`config.mk`:
```
export PLATFORM = sky130hd
export DESIGN_NAME = uart_tx
export DESIGN_NICKNAME = d
export VERILOG_FILES = /design/src/rtl/uart_pkg.sv /design/src/rtl/uart_sync_fifo.sv /design/src/rtl/uart_tx.sv
export SDC_FILE = /design/constraint.sdc
export NUM_CORES = 1
export LEC_CHECK = 0
export ABC_AREA = 1
export CAP_MARGIN = 40
export CORE_MARGIN = 2
export CORE_UTILIZATION = 55
export DETAILED_ROUTE_END_ITERATION = 10
export PLACE_DENSITY = 0.74
export SLEW_MARGIN = 40
export SYNTH_ARGS = -nofsm -noshare
export SYNTH_HDL_FRONTEND = slang
export SYNTH_HIERARCHICAL = 1
export SYNTH_SLANG_ARGS = --single-unit
export TNS_END_PERCENT = 5
```
`constraint.sdc`:
```
create_clock -name clk -period 4.05 [get_ports clk]
set_clock_uncertainty 0.2 [all_clocks]
set_input_delay 1.0125 -clock clk [delete_from_list [all_inputs] [get_ports clk]]
set_output_delay 1.0125 -clock clk [all_outputs]
set_load 0.02 [all_outputs]
```
`src/rtl/uart_pkg.sv`:
```
// Shared definitions for the memory-mapped UART: register offsets, frame
// geometry and the transmit state encoding.
package uart_pkg;

    localparam int UART_DATA_W     = 8;
    localparam int UART_FRAME_BITS = 10;

    localparam logic [3:0] UART_REG_TX   = 4'h0;
    localparam logic [3:0] UART_REG_RX   = 4'h4;
    localparam logic [3:0] UART_REG_CTRL = 4'h8;
    localparam logic [3:0] UART_REG_BAUD = 4'hC;

    typedef enum logic [1:0] {
        IDLE  = 2'd0,
        START = 2'd1,
        DATA  = 2'd2,
        STOP  = 2'd3
    } tx_state_e;

endpackage

```
`src/rtl/uart_sync_fifo.sv`:
```
// Single-clock circular FIFO shared by the UART transmit and receive paths.
// No bypass: a word pushed into an empty FIFO becomes poppable next cycle.
module uart_sync_fifo #(
    parameter int WIDTH = 8,
    parameter int DEPTH = 8,
    localparam int AW = $clog2(DEPTH),
    localparam int CW = $clog2(DEPTH) + 1
) (
    input  logic             clk,
    input  logic             rst_n,
    input  logic             push,
    input  logic             pop,
    input  logic [WIDTH-1:0] wr_data,
    output logic [WIDTH-1:0] rd_data,
    output logic [CW-1:0]    count,
    output logic             full,
    output logic             empty
);

    localparam logic [CW-1:0] DEPTH_C = CW'(DEPTH);

    logic [WIDTH-1:0] mem [DEPTH];
    logic [AW-1:0]    rd_ptr;
    logic [AW-1:0]    wr_ptr;
    logic             pop_ok;
    logic             push_ok;

    // A push into a full FIFO still fits when the head leaves in the same cycle.
    assign pop_ok  = pop && (count != '0);
    assign push_ok = push && ((count < DEPTH_C) || pop_ok);

    always_ff @(posedge clk or negedge rst_n) begin
        if (!rst_n) begin
            rd_ptr <= '0;
            wr_ptr <= '0;
            count  <= '0;
        end else begin
            if (push_ok) wr_ptr <= wr_ptr + AW'(1);
            if (pop_ok)  rd_ptr <= rd_ptr + AW'(1);
            if (push_ok && !pop_ok)
                count <= count + CW'(1);
            else if (pop_ok && !push_ok)
                count <= count - CW'(1);
        end
    end

    always_ff @(posedge clk) begin
        if (push_ok) mem[wr_ptr] <= wr_data;
    end

    assign rd_data = mem[rd_ptr];
    // Full one entry early so a write already in flight through the LSU still lands.
    assign full    = (count >= DEPTH_C - CW'(1));
    assign empty   = (count == '0);

endmodule

```
`src/rtl/uart_tx.sv`:
```
// UART transmitter: buffers bytes written by the LSU and shifts them out as
// 8N1 frames at a bit period of max(brd,1) clk cycles, latched per frame.
module uart_tx
    import uart_pkg::*;
#(
    parameter int DEPTH = 8
) (
    input  logic                   clk,
    input  logic                   rst_n,
    input  logic [UART_DATA_W-1:0] uart_in,
    input  logic                   busy,
    input  logic [15:0]            brd,
    output logic                   Ff,
    output logic                   Fe,
    output logic                   tx_active,
    output logic                   tx,
    output tx_state_e              state_dbg
);

    localparam int CW = $clog2(DEPTH) + 1;

    // busy is a write strobe with no ready: the byte is taken when it fits,
    // otherwise dropped; the LSU throttles itself on the registered Ff.
    tx_state_e              state;
    logic [UART_DATA_W-1:0] shreg;
    logic [15:0]            bit_len;
    logic [15:0]            baud_cnt;
    logic [2:0]             bit_cnt;
    logic                   tx_q;
    logic                   pop;
    logic                   bit_end;
    logic [UART_DATA_W-1:0] head;
    logic [CW-1:0]          fifo_count;

    uart_sync_fifo #(
        .WIDTH (UART_DATA_W),
        .DEPTH (DEPTH)
    ) u_fifo (
        .clk     (clk),
        .rst_n   (rst_n),
        .push    (busy),
        .pop     (pop),
        .wr_data (uart_in),
        .rd_data (head),
        .count   (fifo_count),
        .full    (Ff),
        .empty   (Fe)
    );

    assign pop     = (state == IDLE) && (fifo_count != '0);
    assign bit_end = (baud_cnt == bit_len - 16'd1);

    always_ff @(posedge clk or negedge rst_n) begin
        if (!rst_n) begin
            state    <= IDLE;
            shreg    <= '0;
            bit_len  <= 16'd1;
            baud_cnt <= '0;
            bit_cnt  <= '0;
            tx_q     <= 1'b1;
        end else begin
            case (state)
                IDLE: begin
                    tx_q <= 1'b1;
                    if (pop) begin
                        shreg    <= head;
                        bit_len  <= (brd == 16'd0) ? 16'd1 : brd;
                        bit_cnt  <= '0;
                        baud_cnt <= '0;
                        tx_q     <= 1'b0;
                        state    <= START;
                    end
                end
                START: begin
                    if (bit_end) begin
                        baud_cnt <= '0;
                        tx_q     <= shreg[0];
                        state    <= DATA;
                    end else begin
                        baud_cnt <= baud_cnt + 16'd1;
                    end
                end
                DATA: begin
                    if (bit_end) begin
                        baud_cnt <= '0;
                        shreg    <= {1'b0, shreg[UART_DATA_W-1:1]};
                        bit_cnt  <= bit_cnt + 3'd1;
                        if (bit_cnt == 3'd7) begin
                            tx_q  <= 1'b1;
                            state <= STOP;
                        end else begin
                            tx_q <= shreg[1];
                        end
                    end else begin
                        baud_cnt <= baud_cnt + 16'd1;
                    end
                end
                STOP: begin
                    if (bit_end) begin
                        baud_cnt <= '0;
                        state    <= IDLE;
                    end else begin
                        baud_cnt <= baud_cnt + 16'd1;
                    end
                end
                default: state <= IDLE;
            endcase
        end
    end

    assign tx        = tx_q;
    assign tx_active = (state != IDLE);
    assign state_dbg = state;

endmodule

```
==> reports/summary.txt, run 1 <==
OUTCOME
--------------------------------------------------------------------------------
Run status                                                          finished, final reports clean

SYNTHESIS
--------------------------------------------------------------------------------
Ranking of synthesized cells by instance count                      sky130_fd_sc_hd__nand2_1 (256), sky130_fd_sc_hd__edfxtp_1 (64), sky130_fd_sc_hd__nor2_1 (60)
Top cell type by total area after synthesis                         sky130_fd_sc_hd__edfxtp_1
Post-synthesis register bit count                                            120
Post-synthesis instance area                                         0.00642 mm²
Proportion of netlist area held by the largest area contributor            29.9%
Top_reg_cell synth                                                  sky130_fd_sc_hd__edfxtp_1
Synth Net Count                                                              774
Leading cell type by number of instances after synthesis            sky130_fd_sc_hd__nand2_1
Warnings from Yosys                                                            6
Leading post-synthesis cells by cell area                           sky130_fd_sc_hd__edfxtp_1 (30%), sky130_fd_sc_hd__dfrtp_1 (21%), sky130_fd_sc_hd__nand2_1 (15%)
Synthesized instance count                                                   733
Sequential share of the synthesized area                                   51.8%
Async S/R FF share, synth                                                  46.7%
Count of flip-flops with a built-in enable after synthesis                    64
Post-synthesis area per instance                                        8.76 µm²
Cell variety after synth                                                      42

ROUTE
--------------------------------------------------------------------------------
Via Count                                                                   5053
Total Wirelength                                                         14.1 mm
Via/cell ratio                                                              5.46
Avg WL per Cell                                                          15.2 µm
Number of design rule violations left after detail routing                     0
Violation count after the first detailed-routing iteration                   315
Drt first pass iters                                                           6
Number of nets with antenna violations after detailed routing                  0

POWER AND IR DROP
--------------------------------------------------------------------------------
Largest voltage drop on the vdd net                                     0.452 mV
Power density over the cells                                          807 mW/mm²
Leakage                                                                  3.26 nW

GRT
--------------------------------------------------------------------------------
Pin count of the biggest net entering global routing                          35
Number of global-route vias before repair                                   5089
First-pass GRT wire length                                               24.1 mm
Antenna violations before repair                                               0
Total routing usage reported by global routing                             24.1%
Total global routing overflow                                                  0

PLACEMENT
--------------------------------------------------------------------------------
Detailed placer's ending HPWL                                            9.90 mm
Number of buffers added on ports                                              32
Routability-driven placement congestion ratio                              0.912

STA
--------------------------------------------------------------------------------
FMAX                                                                   0.299 GHz
Final slew viol count                                                          0
Transition time of the tightest slew-check pin                          0.734 ns
Worst slew margin                                                          51.1%
Fin Hold WS                                                             0.271 ns
Setup repair after global routing missed its margin                           no
Clock period minus worst slack                                           3.35 ns
Number of hold-slack violations in the final timing report                     0
Setup TNS                                                                   0 ns
Setup Viol. Count Final                                                        0
Ratio of final minimum period to clock period                              82.6%

CLOCKING
--------------------------------------------------------------------------------
TritonCTS clock tree                                                       built
Num Clock Sinks                                                              120
Post-cts hold buffer count                                                     0
Buffer levels on the longest clock path                                        2
Count of instances resized after the clock tree is built                       0
Number of buffers inserted to repair setup after CTS                           0
Number of buffers added by the clock tree synthesis step                      17
Clock transition at path regs                                            0.05 ns
Clock insertion delay at the later pin of the skew report                0.41 ns
H-tree levels                                                                  4
Cell chosen for the clock root                                      sky130_fd_sc_hd__clkbuf_16

FINISH
--------------------------------------------------------------------------------
Number of nets in the finished design                                        811
Area growth from synthesis to layout                                       16.1%
Fraction of final layout cells with drive strength greater than 1          12.5%
Antenna cell count                                                             0

WORST SETUP PATH
--------------------------------------------------------------------------------
Kind of launch point of the worst setup path                           flip-flop
WS Path Type                                                             reg2out
WP data arrival                                                          2.13 ns
Crit. End Element                                                   primary output
Critical path data required time                                         2.84 ns
Critical path fanouts, max                                                     5

DIE
--------------------------------------------------------------------------------
Number of rows in the core area                                               39
I/O Pins                                                                      33
Die Wd                                                                    112 µm
Area inside the core boundary                                         0.0114 mm²
Total die area                                                        0.0126 mm²
Vertical extent of the die                                                112 µm
Initial Utilization                                                        56.3%

FLOW RUN
--------------------------------------------------------------------------------
Number of violations of the max-capacitance limit                              0

MIN PATH
--------------------------------------------------------------------------------
Worst hold path class                                                    reg2reg

[cells in the final DEF (no fill, tap or decap), types with 14 or more instances in the layout]
cell / n
sky130_fd_sc_hd__clkbuf_16: 17
sky130_fd_sc_hd__clkdlybuf4s50_1: 31
sky130_fd_sc_hd__dfrtp_1: 54
sky130_fd_sc_hd__edfxtp_1: 64
sky130_fd_sc_hd__inv_1: 51
sky130_fd_sc_hd__nand2_1: 256
sky130_fd_sc_hd__nand2_2: 16
sky130_fd_sc_hd__nand3_1: 27
sky130_fd_sc_hd__nor2_1: 60
sky130_fd_sc_hd__o21ai_0: 40
sky130_fd_sc_hd__o21ai_1: 14
[layer usage]
| layer | wire (µm) | up-vias | GRT usage (%) |
|---|---|---|---|
| met5 | 0 | - | 0 |
| met4 | 499 | 0 | 12.4 |
| met3 | 642 | 39 | 4.91 |
| met2 | 7120 | 176 | 42.0 |
| met1 | 5820 | 2368 | 28.5 |
| li1 | - | 2470 | - |
[power breakdown]
group | leakage [nW] | switching, W | internal [W]
combinational | 1.67 | 0.00162 | 0.000890
clock | 0.296 | 0.000533 | 0.00108
sequential | 1.29 | 0.000280 | 0.00161
[through the flow]
step | total power, W | std cells | utilization (%) | setup slack [ns] | instance area, µm²
after floorplan | 0.00383 | 733 | - | 1.08 | 6420
after global placement | 0.00428 | 894 | 59.8 | 0.913 | 6830
after detailed placement | 0.00439 | 894 | 59.8 | 0.855 | 6830
after CTS | 0.00603 | 925 | 65.3 | 0.721 | 7460
after global routing | 0.00647 | 925 | 65.3 | 0.657 | 7460
final | 0.00602 | 925 | 65.3 | 0.704 | 7460
[flip-flops by register name, indices dropped and copies added, names as in the netlist]
register / flops
baud_cnt: 16
bit_cnt: 3
bit_len: 16
shreg: 8
state_dbg: 2
tx: 1
u_fifo/count: 4
u_fifo/mem: 64
u_fifo/rd_ptr: 3
u_fifo/wr_ptr: 3
[area by class of cell]
cell class / count / area, µm²
flip-flops and latches: 120 / 3330
clock inverters: 13 / 203
well taps: 143 / 179
clock buffers: 18 / 429
inverters: 61 / 229
multi-input cells: 534 / 2750
fillers: 917 / 3960
repair buffers: 36 / 345
[critical path: stages, from the launching register on]
cell and delay, ns:
sky130_fd_sc_hd__dfrtp_1 0.42, sky130_fd_sc_hd__inv_1 0.09, sky130_fd_sc_hd__ha_1 0.30, sky130_fd_sc_hd__inv_1 0.25, sky130_fd_sc_hd__clkdlybuf4s50_1 0.66
[cells by family after synthesis]
group / after synthesis / synth area share (%)
buffers and inverters: 79 / 5.47
AND/OR/NAND/NOR: 408 / 28.3
adder cells (fa/ha/maj): 14 / 2.84
flip-flops: 120 / 51.8
multiplexers: 7 / 1.09
AO/OA/AOI/OAI: 81 / 7.25
XOR/XNOR: 24 / 3.27
[path summary, 6_finish.rpt]
path	startpoint	end	slack [ns]	cells after the start
setup / recovery	state_dbg[0]$_DFFE_PN0P_	tx_active	0.70	4
setup reg to reg	u_fifo/count[0]$_DFFE_PN0P_	u_fifo/count[3]$_DFFE_PN0P_	0.85	14
hold reg to reg	tx$_DFFE_PN1P_	tx$_DFFE_PN1P_	0.27	2
min in group asynchronous	rst_n	bit_len[1]$_DFFE_PN0P_	0.42	1
hold / removal	tx$_DFFE_PN1P_	tx$_DFFE_PN1P_	0.27	2
max in group asynchronous	rst_n	tx$_DFFE_PN1P_	2.37	2
Power figures use the tool's default switching activity.
==> run 2, diff against run 1 <==
--- a/config.mk
+++ b/config.mk
@@ -10,7 +10,7 @@
 export CORE_MARGIN = 2
 export CORE_UTILIZATION = 55
 export DETAILED_ROUTE_END_ITERATION = 10
-export PLACE_DENSITY = 0.74
+export PLACE_DENSITY = 0.77
 export SLEW_MARGIN = 40
 export SYNTH_ARGS = -nofsm -noshare
 export SYNTH_HDL_FRONTEND = slang
==> constraint.sdc (replaced) <==
create_clock -name clk -period 2.89 [get_ports clk]
set_clock_uncertainty 0.2 [all_clocks]
set_input_delay 0.7225 -clock clk [delete_from_list [all_inputs] [get_ports clk]]
set_output_delay 0.7225 -clock clk [all_outputs]
set_load 0.02 [all_outputs]
==> run 2 against run 1 <==
Clock power rose by 33%. Non-clock buffer count rose by 18. Critical endpoint is now Fe. Final area rose by 2.1%. First-iteration DRC count fell by 7.6%. Wire length fell by 1.5%. Sequential share of layout area fell by 0.90 points. Setup slack got worse by 0.60 ns. Largest power group unchanged. Final cell count rose by 2.2%. Count of clock-buffer cells in the layout fell by 1.
==> reports/summary.txt, run 2 (synthesis results as in run 1) <==
FINISH
--------------------------------------------------------------------------------
FILL cells                                                                   910   was 917
Top Registers                                                       u_fifo/mem x64, baud_cnt x16, bit_len x16   unchanged
Number of nets in the finished design                                        830   was 811
Biggest register                                                      u_fifo/mem   unchanged
Flip-flop and latch area                                             0.00333 mm²   about the same
Most common cell after layout, fill and taps aside                  sky130_fd_sc_hd__nand2_1   unchanged
Flip-flop count of the largest register after layout                          64   unchanged
Multi-input gate area in the final layout                            0.00277 mm²   was 0.00275 mm²
Fraction of final layout cells with drive strength greater than 1          15.5%   was 12.5%
Leading cell types in the layout, fill and taps excluded            sky130_fd_sc_hd__nand2_1 (254), sky130_fd_sc_hd__edfxtp_1 (64), sky130_fd_sc_hd__nor2_1 (60)   was sky130_fd_sc_hd__nand2_1 (256), sky130_fd_sc_hd__edfxtp_1 (64), sky130_fd_sc_hd__nor2_1 (60)
Antenna cell count                                                             0   unchanged
Area growth from synthesis to layout                                       18.5%   was 16.1%
Non-filler instance count after layout                                       945   was 925

CLOCKING
--------------------------------------------------------------------------------
Number of buffers added by the clock tree synthesis step                      17   unchanged
Num Clock Sinks                                                              120   unchanged
Post-cts hold buffer count                                                     0   unchanged
Cell chosen for the clock root                                      sky130_fd_sc_hd__clkbuf_16   unchanged
Buffer levels on the longest clock path                                        2   unchanged
Clock transition at path regs                                            0.06 ns   was 0.05 ns
Number of buffers inserted to repair setup after CTS                           0   unchanged
Clock insertion delay at the later pin of the skew report                0.42 ns   was 0.41 ns
H-tree levels                                                                  4   unchanged
TritonCTS clock tree                                                       built   unchanged

DIE
--------------------------------------------------------------------------------
Number of rows in the core area                                               39   unchanged
Initial Utilization                                                        56.3%   unchanged
Vertical extent of the die                                                112 µm   unchanged
Area inside the core boundary                                         0.0114 mm²   unchanged
I/O Pins                                                                      33   unchanged
Die Wd                                                                    112 µm   unchanged
Total die area                                                        0.0126 mm²   unchanged

STA
--------------------------------------------------------------------------------
Setup repair after global routing missed its margin                           no   unchanged
FMAX                                                                   0.359 GHz
Setup Viol. Count Final                                                        0   unchanged
Ratio of final minimum period to clock period                              96.5%
Number of hold-slack violations in the final timing report                     0   unchanged
Worst slew margin                                                          61.7%   was 51.1%
Final slew viol count                                                          0   unchanged
Clock period minus worst slack                                           2.79 ns
Setup TNS                                                                   0 ns   unchanged
Transition time of the tightest slew-check pin                          0.573 ns   was 0.734 ns

WORST SETUP PATH
--------------------------------------------------------------------------------
Kind of launch point of the worst setup path                           flip-flop   unchanged
Critical-path cell with the highest stage delay                     sky130_fd_sc_hd__clkdlybuf4s50_1   unchanged
FF-to-FF End                                                        u_fifo/count[3]$_DFFE_PN0P_   unchanged
Crit. End Element                                                   primary output   unchanged
Crit-path max cell delay                                                 0.59 ns   was 0.66 ns
Cell family with most CP delay                                      buffers and inverters   unchanged
Logic depth of the worst register-to-register path                            13   was 14
Worst reg2reg setup slack                                                0.15 ns   was 0.85 ns
Count of buffer and inverter cells on the critical path                        3   unchanged
Number of cells on the critical path                                           5   was 4
Launching point of the worst reg2reg path                           u_fifo/count[3]$_DFFE_PN0P_   was u_fifo/count[0]$_DFFE_PN0P_
Critical path, cell by cell                                         buf_4 -> nor2_1 -> nand3_1 -> inv_1 -> clkdlybuf4s50_1   was inv_1 -> ha_1 -> inv_1 -> clkdlybuf4s50_1
Critical path data required time                                         1.97 ns   was 2.84 ns
WS Path Type                                                             reg2out   unchanged
WP data arrival                                                          1.87 ns   was 2.13 ns
Critical path fanouts, max                                                     6   was 5

POWER AND IR DROP
--------------------------------------------------------------------------------
Largest voltage drop on the vdd net                                     0.702 mV   was 0.452 mV
Power density over the cells                                         1110 mW/mm²   was 807 mW/mm²
Leakage                                                                  3.36 nW   was 3.26 nW

GRT
--------------------------------------------------------------------------------
Antenna violations before repair                                               0   unchanged
Total global routing overflow                                                  0   unchanged
Pin count of the biggest net entering global routing                          37   was 35
First-pass GRT wire length                                               23.7 mm   was 24.1 mm
Total routing usage reported by global routing                             23.9%   was 24.1%
Number of global-route vias before repair                                   5056   was 5089

PLACEMENT
--------------------------------------------------------------------------------
Cell total after placement                                                   912   was 894
Routability-driven placement congestion ratio                              0.888   was 0.912
Number of buffers added on ports                                              32   unchanged
Detailed placer's ending HPWL                                            9.65 mm   was 9.90 mm

ROUTE
--------------------------------------------------------------------------------
Number of nets with antenna violations after detailed routing                  0   unchanged
Drt first pass iters                                                           5   was 6
Number of design rule violations left after detail routing                     0   unchanged
Via/cell ratio                                                              5.36   was 5.46
Total Wirelength                                                         13.9 mm   was 14.1 mm
Violation count after the first detailed-routing iteration                   291   was 315
Via Count                                                                   5061   was 5053
Avg WL per Cell                                                          14.7 µm   was 15.2 µm

FLOW RUN
--------------------------------------------------------------------------------
Number of violations of the max-capacitance limit                              0   unchanged

MIN PATH
--------------------------------------------------------------------------------
Worst hold path class                                                   in2async   was reg2reg

OUTCOME
--------------------------------------------------------------------------------
Run status                                                          finished, final reports clean   unchanged

## run 2: changes by cell type in the layout (fill, tap and decap cells not counted), moves of 2 or more
cell / change
sky130_fd_sc_hd__bufinv_16: -3
sky130_fd_sc_hd__clkinvlp_4: -2
sky130_fd_sc_hd__buf_4: +17
sky130_fd_sc_hd__clkinv_2: -2
sky130_fd_sc_hd__inv_6: +5
sky130_fd_sc_hd__clkinv_4: +2
sky130_fd_sc_hd__nand2_2: +2
sky130_fd_sc_hd__nand2_1: -2
sky130_fd_sc_hd__inv_8: +2
## run 2: final cells by class
cell class	instances	share of cell area [%]
Clock buffer	17	5.59
Clock inverter	15	2.42
Inverter	61	3.01
Multi-Input combinational cell	535	36.4
Sequential cell	120	43.7
Tap cell	143	2.35
Timing Repair Buffer	54	6.51
## run 2: where the power goes
part           switching [W]  internal (W)  total, W
Combinational        0.00235       0.00136   0.00371
Sequential          0.000352       0.00225   0.00260
Clock               0.000854       0.00130   0.00216
Total                0.00356       0.00492   0.00847
## run 2: through the flow
step	hold slack, ns	worst slack (ns)	instance area (µm²)	util, %	power [W]
6_report	0.0896	0.102	7610	66.7	0.00847
5_1_grt	0.112	0.0159	7610	66.7	0.00913
4_1_cts	0.0807	0.0233	7590	66.4	0.00847
3_5_place_dp	0.254	0.0829	6980	61.1	0.00627
3_3_place_gp	0.255	0.133	6980	61.1	0.00612
2_1_floorplan	0.227	0.00422	6430	-	0.00539
## run 2: metal layers
layer	routed length, µm	track usage [%]	vias to the layer above
met4	244	10.2	0
met5	0	0	-
met1	5960	28.9	2390
met2	7080	41.1	131
met3	581	5.83	22
li1	-	-	2518
## run 2: worst max-delay path by stage
stage / startpoint / slack [ns] / end
floorplan: u_fifo/count[0]$_DFFE_PN0P_ / 0.004 / u_fifo/count[3]$_DFFE_PN0P_
global placement: busy / 0.13 / u_fifo/count[3]$_DFFE_PN0P_
detailed placement: busy / 0.08 / u_fifo/count[3]$_DFFE_PN0P_
CTS: state_dbg[0]$_DFFE_PN0P_ / 0.02 / tx_active
global route: u_fifo/count[3]$_DFFE_PN0P_ / 0.02 / u_fifo/count[3]$_DFFE_PN0P_
finish: u_fifo/count[0]$_DFFE_PN0P_ / 0.10 / Fe
## run 2: repair_timing
item / in CTS / in global routing
setup endpoints to repair: 0 / 20
resized for setup: 0 / 6
hold endpoints to repair: 0 / 0
## run 2: worst reg2reg max path: stages, from the launching register on
cell and delay, ns:
sky130_fd_sc_hd__dfrtp_2 0.44, sky130_fd_sc_hd__or4_1 0.51, sky130_fd_sc_hd__nand2_1 0.11, sky130_fd_sc_hd__inv_1 0.11
sky130_fd_sc_hd__nor2_4 0.14, sky130_fd_sc_hd__nor2_4 0.04, sky130_fd_sc_hd__ha_1 0.20, sky130_fd_sc_hd__inv_2 0.09
sky130_fd_sc_hd__ha_1 0.27, sky130_fd_sc_hd__or2_2 0.30, sky130_fd_sc_hd__nand2_1 0.07, sky130_fd_sc_hd__nand2_1 0.04
sky130_fd_sc_hd__nand3_1 0.07, sky130_fd_sc_hd__nand2_1 0.05
==> run 3, diff against run 2 <==
--- a/config.mk
+++ b/config.mk
@@ -10,6 +10,7 @@
 export CORE_MARGIN = 2
 export CORE_UTILIZATION = 55
 export DETAILED_ROUTE_END_ITERATION = 10
+export MAX_ROUTING_LAYER = met4
 export PLACE_DENSITY = 0.77
 export SLEW_MARGIN = 40
 export SYNTH_ARGS = -nofsm -noshare
==> run 3 against run 2 <==
Clock power grew 2%. Sequential share of layout area shrank 0.072 points. Worst hold slack lost 0.016 ns. Register-to-register slack gained 0.02 ns. Critical path type unchanged. Largest power group unchanged.
==> reports/summary.txt, run 3 (synthesis results as in run 1) <==
OUTCOME
--------------------------------------------------------------------------------
Run status                                                          finished, final reports clean   unchanged

GRT
--------------------------------------------------------------------------------
Total global routing overflow                                                  0   unchanged
Total routing usage reported by global routing                             24.8%   was 23.9%
Pin count of the biggest net entering global routing                          37   unchanged
Antenna violations before repair                                               0   unchanged
Number of global-route vias before repair                                   5128   was 5056
First-pass GRT wire length                                               23.8 mm   was 23.7 mm

CLOCKING
--------------------------------------------------------------------------------
Post-cts hold buffer count                                                     0   unchanged
Num Clock Sinks                                                              120   unchanged
TritonCTS clock tree                                                       built   unchanged
Number of buffers added by the clock tree synthesis step                      17   unchanged
Clock insertion delay at the later pin of the skew report                0.42 ns   about the same
Clock transition at path regs                                            0.06 ns   about the same
Count of instances resized after the clock tree is built                       0   unchanged
Cell chosen for the clock root                                      sky130_fd_sc_hd__clkbuf_16   unchanged
Buffer levels on the longest clock path                                        2   unchanged
H-tree levels                                                                  4   unchanged
Number of buffers inserted to repair setup after CTS                           0   unchanged

WORST SETUP PATH
--------------------------------------------------------------------------------
WP data arrival                                                          1.88 ns   was 1.87 ns
Launching point of the worst reg2reg path                           u_fifo/count[3]$_DFFE_PN0P_   unchanged
Critical path fanouts, max                                                     6   unchanged
Worst reg2reg setup slack                                                0.17 ns   was 0.15 ns
CP Launch Point                                                     u_fifo/count[0]$_DFFE_PN0P_   unchanged
Critical path data required time                                         1.97 ns   about the same
Crit-path max cell delay                                                 0.59 ns   about the same
FF-to-FF End                                                        u_fifo/count[3]$_DFFE_PN0P_   unchanged
Crit. End Element                                                   primary output   unchanged
Critical Path Sink                                                            Fe   unchanged
Critical path, cell by cell                                         buf_4 -> nor2_1 -> nand3_1 -> inv_1 -> clkdlybuf4s50_1   unchanged
WS Path Type                                                             reg2out   unchanged
Logic depth of the worst register-to-register path                            13   unchanged
Kind of launch point of the worst setup path                           flip-flop   unchanged
Critical-path cell with the highest stage delay                     sky130_fd_sc_hd__clkdlybuf4s50_1   unchanged

DIE
--------------------------------------------------------------------------------
Number of rows in the core area                                               39   unchanged
Die Wd                                                                    112 µm   unchanged
Total die area                                                        0.0126 mm²   unchanged
I/O Pins                                                                      33   unchanged
Initial Utilization                                                        56.3%   unchanged
Vertical extent of the die                                                112 µm   unchanged
Area inside the core boundary                                         0.0114 mm²   unchanged

ROUTE
--------------------------------------------------------------------------------
Via Count                                                                   5134   was 5061
Violation count after the first detailed-routing iteration                   302   was 291
Via/cell ratio                                                              5.43   was 5.36
Total Wirelength                                                         14.4 mm   was 13.9 mm
Avg WL per Cell                                                          15.2 µm   was 14.7 µm
Number of nets with antenna violations after detailed routing                  0   unchanged
Drt first pass iters                                                           5   unchanged
Number of design rule violations left after detail routing                     0   unchanged

POWER AND IR DROP
--------------------------------------------------------------------------------
Largest voltage drop on the vdd net                                     0.724 mV   was 0.702 mV
Leakage                                                                  3.37 nW   was 3.36 nW
Power density over the cells                                         1130 mW/mm²   was 1110 mW/mm²
Sum of internal, switching and leakage power                           0.00858 W   was 0.00847 W

FINISH
--------------------------------------------------------------------------------
Area growth from synthesis to layout                                       18.7%   was 18.5%
Biggest register                                                      u_fifo/mem   unchanged
Number of nets in the finished design                                        830   unchanged
Flip-flop count of the largest register after layout                          64   unchanged
Most common cell after layout, fill and taps aside                  sky130_fd_sc_hd__nand2_1   unchanged
Fraction of final layout cells with drive strength greater than 1          15.6%   was 15.5%
Leading cell types in the layout, fill and taps excluded            sky130_fd_sc_hd__nand2_1 (254), sky130_fd_sc_hd__edfxtp_1 (64), sky130_fd_sc_hd__nor2_1 (60)   unchanged
FILL cells                                                                   906   was 910
Top Registers                                                       u_fifo/mem x64, baud_cnt x16, bit_len x16   unchanged
Antenna cell count                                                             0   unchanged

PLACEMENT
--------------------------------------------------------------------------------
Detailed placer's ending HPWL                                            9.74 mm   was 9.65 mm
Routability-driven placement congestion ratio                              0.897   was 0.888
Number of buffers added on ports                                              32   unchanged

STA
--------------------------------------------------------------------------------
Number of hold-slack violations in the final timing report                     0   unchanged
FMAX                                                                   0.357 GHz   was 0.359 GHz
Clock period minus worst slack                                           2.80 ns   was 2.79 ns
Setup repair after global routing missed its margin                           no   unchanged
Final slew viol count                                                          0   unchanged
Worst slew margin                                                          61.8%   was 61.7%
Ratio of final minimum period to clock period                              97.0%   was 96.5%
Setup TNS                                                                   0 ns   unchanged
Transition time of the tightest slew-check pin                          0.571 ns   was 0.573 ns
Setup Viol. Count Final                                                        0   unchanged

FLOW RUN
--------------------------------------------------------------------------------
Number of violations of the max-capacitance limit                              0   unchanged

MIN PATH
--------------------------------------------------------------------------------
Worst hold path class                                                   in2async   unchanged

## run 3: critical path, delay by kind of cell (launching register included)
family	cells	cell delay [ns]
AND/OR/NAND/NOR	2	0.24
buffers and inverters	3	0.84
flip-flops	1	0.38
## run 3: layout make-up
type	count	area, µm²	area share [%]
clock buffers	18	429	5.63
clock inverters	14	189	2.48
inverters	61	229	3.00
multi-input cells	535	2780	36.4
flip-flops and latches	120	3330	43.6
well taps	143	179	2.35
repair buffers	54	495	6.50
## run 3: metrics by stage
stage	cells	setup slack [ns]	utilization [%]	instance area [µm²]	hold WS, ns
floorplan	733	0.00422	-	6430	0.227
global placement	912	0.133	61.1	6980	0.255
detailed placement	912	0.0211	61.1	6980	0.270
CTS	944	0.0183	66.5	7600	0.0794
global route	945	0.0276	66.8	7630	0.114
finish	945	0.0872	66.8	7630	0.0733
## run 3: routing by layer
metal	part of all wire, %	track usage (%)	vias to the layer above
met3	5.0	5.18	42
met4	3.2	12.8	0
met2	51	41.1	150
met5	0	-	-
li1	-	-	2508
met1	41	28.8	2434
## run 3: worst min-delay path by stage
stage                                    endpoint  cells after the start           start
final                      bit_len[7]$_DFFE_PN0P_                      1           rst_n
after global routing       bit_len[8]$_DFFE_PN0P_                      1           rst_n
after CTS                  bit_len[7]$_DFFE_PN0P_                      1           rst_n
after detailed placement           tx$_DFFE_PN1P_                      2  tx$_DFFE_PN1P_
after global placement             tx$_DFFE_PN1P_                      2  tx$_DFFE_PN1P_
after floorplan           baud_cnt[0]$_DFFE_PN0P_                      0           rst_n
## run 3: where the power goes
group,leakage (nW),internal [W],switching [W]
Sequential,1.29,0.00225,0.000355
Clock,0.296,0.00138,0.000825
Combinational,1.78,0.00136,0.00241
Total,3.37,0.00500,0.00359
==> variant: new RTL, config.mk and constraints of run 3 <==
Make the reset (`rst_n`) synchronous in 2 clocked blocks.
--- a/src/rtl/uart_sync_fifo.sv
+++ b/src/rtl/uart_sync_fifo.sv
@@ -30,5 +30,5 @@
     assign push_ok = push && ((count < DEPTH_C) || pop_ok);
 
-    always_ff @(posedge clk or negedge rst_n) begin
+    always_ff @(posedge clk) begin
         if (!rst_n) begin
             rd_ptr <= '0;
--- a/src/rtl/uart_tx.sv
+++ b/src/rtl/uart_tx.sv
@@ -51,5 +51,5 @@
     assign bit_end = (baud_cnt == bit_len - 16'd1);
 
-    always_ff @(posedge clk or negedge rst_n) begin
+    always_ff @(posedge clk) begin
         if (!rst_n) begin
             state    <= IDLE;
Behaviour: differs if rst_n is asserted again (counterexample within 4 cycles, from zero or initial values and one cycle with rst_n low); with rst_n held inactive, the same outputs for 10 cycles.
==> variant against run 3 <==
Synthesized area fell by 5.0%; worst setup slack better by 0.049 ns; sequential share of layout area fell by 0.65 points; wire length shrank 1.1%; sequential cell count rose by 3; final cell count down 0.42%; total power decreased by 15%; final area is 5.3% lower; global-route usage is 1.1 points higher; count of clock-buffer cells in the layout is 1 higher; combinational power is 23% lower; via count increased by 0.99%; maximum frequency is 1.8% higher; critical path type unchanged; largest cell class unchanged; largest power group unchanged.
==> variant: results (changes against run 3) <==
\begin{tabular}{lr}
\hline
Metric & Value \\
\hline
\multicolumn{2}{l}{\textbf{Place}} \\
RD Place Congestion & 0.888 (-0.99\%) \\
Post-DP HPWL & 9750 um (about the same) \\
\multicolumn{2}{l}{\textbf{Yosys}} \\
Synthesized netlist net count & 778 (+0.52\%) \\
Distinct cells, synth & 40 (-4.8\%) \\
Fraction of synthesis flops using an asynchronous set or reset pin & 0\% (-47 points) \\
Synth top area cells & sky130\_fd\_sc\_hd\_\_edfxtp\_1 32\%, sky130\_fd\_sc\_hd\_\_dfxtp\_1 19\%, sky130\_fd\_sc\_hd\_\_nand2\_1 11\% \\
Synth cell count leaders & 175 x sky130\_fd\_sc\_hd\_\_nand2\_1, 109 x sky130\_fd\_sc\_hd\_\_nor2\_1, 64 x sky130\_fd\_sc\_hd\_\_edfxtp\_1, 64 x sky130\_fd\_sc\_hd\_\_inv\_1, 59 x sky130\_fd\_sc\_hd\_\_dfxtp\_1 \\
\multicolumn{2}{l}{\textbf{Final layout}} \\
Layout Nets & 829 (-0.12\%) \\
Fill cell total of the finished layout & 875 (-3.4\%) \\
Fraction of final layout cells sized beyond drive strength 1 & 11.0\% (-4.6 points) \\
\multicolumn{2}{l}{\textbf{Detailed routing}} \\
DRT iter0 DRCs & 389 (+29\%) \\
Detailed Routing Iterations Pass 1 & 7 (+2) \\
Average wire per cell in the routed design & 15.1 um (-0.65\%) \\
\multicolumn{2}{l}{\textbf{Setup path}} \\
Worst Reg-to-Reg Cells & 14 (+1) \\
Crit Reg-Reg Startpoint & u\_fifo/count[2] \\
Crit Path Max Fanout & 5 (-1) \\
Timing startpoint of the critical path & state\_dbg[1] \\
WP data arrival & 1.83 ns (-0.05 ns) \\
\multicolumn{2}{l}{\textbf{Global route}} \\
Met3 global-route usage & 6.16\% (+0.98 points) \\
Via count of the first global-routing pass & 4803 (-6.3\%) \\
First-pass GRT wire length & 22900 um (-3.9\%) \\
Met1 Resource Use GR & 30.8\% (+2.0 points) \\
Total routing usage reported by global routing & 25.9\% (+1.1 points) \\
Largest net degree at the start of global routing & 35 (-5.4\%) \\
\multicolumn{2}{l}{\textbf{Clock tree}} \\
Cells resized by post-CTS repair & 1 (+1) \\
Clock tree root buffer cell & sky130\_fd\_sc\_hd\_\_clkbuf\_8 \\
Clock latency on the worst-skew pair & 0.54 ns (+0.12 ns) \\
\multicolumn{2}{l}{\textbf{Power}} \\
Leakage power figure & 0.00294 uW (-13\%) \\
Worst supply voltage drop on vdd & 0.572 mV (-21\%) \\
\multicolumn{2}{l}{\textbf{Worst hold path}} \\
Kind of path behind the tightest hold check & flop to flop \\
\multicolumn{2}{l}{\textbf{STA}} \\
Max-Slew Margin vs Limit & 56.6\% (-5.2 points) \\
\multicolumn{2}{l}{\textbf{Status}} \\
Run status & complete, no violations \\
\hline
\end{tabular}
[variant: cell types whose count changed after synthesis, moves of 11 or more]
cell,change
sky130_fd_sc_hd__nand3_1,+11
sky130_fd_sc_hd__inv_1,+13
sky130_fd_sc_hd__a21oi_1,+36
sky130_fd_sc_hd__dfrtp_1,-54
sky130_fd_sc_hd__o21ai_0,+17
sky130_fd_sc_hd__nor2_1,+49
sky130_fd_sc_hd__o21ai_1,-13
sky130_fd_sc_hd__dfxtp_1,+59
sky130_fd_sc_hd__nand2_1,-81
[variant: cells by family (layout without fill, tap and decap cells)]
group	Yosys count	in the layout	synth area share (%)
buf+inv	91	155	6.13
simple gates	367	367	26.4
flops	123	123	50.9
compound gates	126	126	11.3
xor+xnor	16	16	2.30
fa+ha+maj	14	14	2.99
[variant: worst max-delay path: stages (launching register included)]
cell and delay [ns]:
sky130_fd_sc_hd__dfxtp_1 0.40, sky130_fd_sc_hd__inv_1 0.09, sky130_fd_sc_hd__ha_1 0.29, sky130_fd_sc_hd__inv_1 0.16
sky130_fd_sc_hd__dlygate4sd2_1 0.36
[variant: power breakdown]
group | switching (uW) | internal (uW)
logic | 1880 | 1040
registers | 223 | 2120
clock network | 795 | 1230
[variant: through the flow]
step	total power (uW)	setup WS, ns	area, um2	std cells
after floorplan	4490	0.0530	6100	737
after global placement	5130	0.173	6640	909
after detailed placement	5240	0.0507	6640	909
after CTS	7280	0.0556	7210	941
after global routing	7800	0.0219	7220	941
final	7290	0.136	7220	941
[variant: cell type report]
class | instances | area (um2) | share of cell area (%)
inverter | 70 | 264 | 3.66
clock buffer | 19 | 422 | 5.84
clock inverter | 13 | 145 | 2.01
sequential | 123 | 3100 | 43.0
timing repair buffer | 53 | 479 | 6.64
tap | 140 | 175 | 2.43
multi-input combinational | 523 | 2630 | 36.5
[variant: worst min-delay path by stage]
stage	startpoint	to	slack, ns	cells after the start
detailed placement	tx	tx	0.26	2
floorplan	bit_cnt[1]	bit_cnt[1]	0.25	2
finish	tx	tx	0.27	2
global route	tx	tx	0.30	2
CTS	tx	tx	0.27	2
global placement	tx	tx	0.25	2
[variant: per-layer routing]
layer	share of wire, %	up-vias
li1	-	2556
met1	41	2397
met2	50	210
met3	7.5	22
met4	1.6	0
met5	0	-
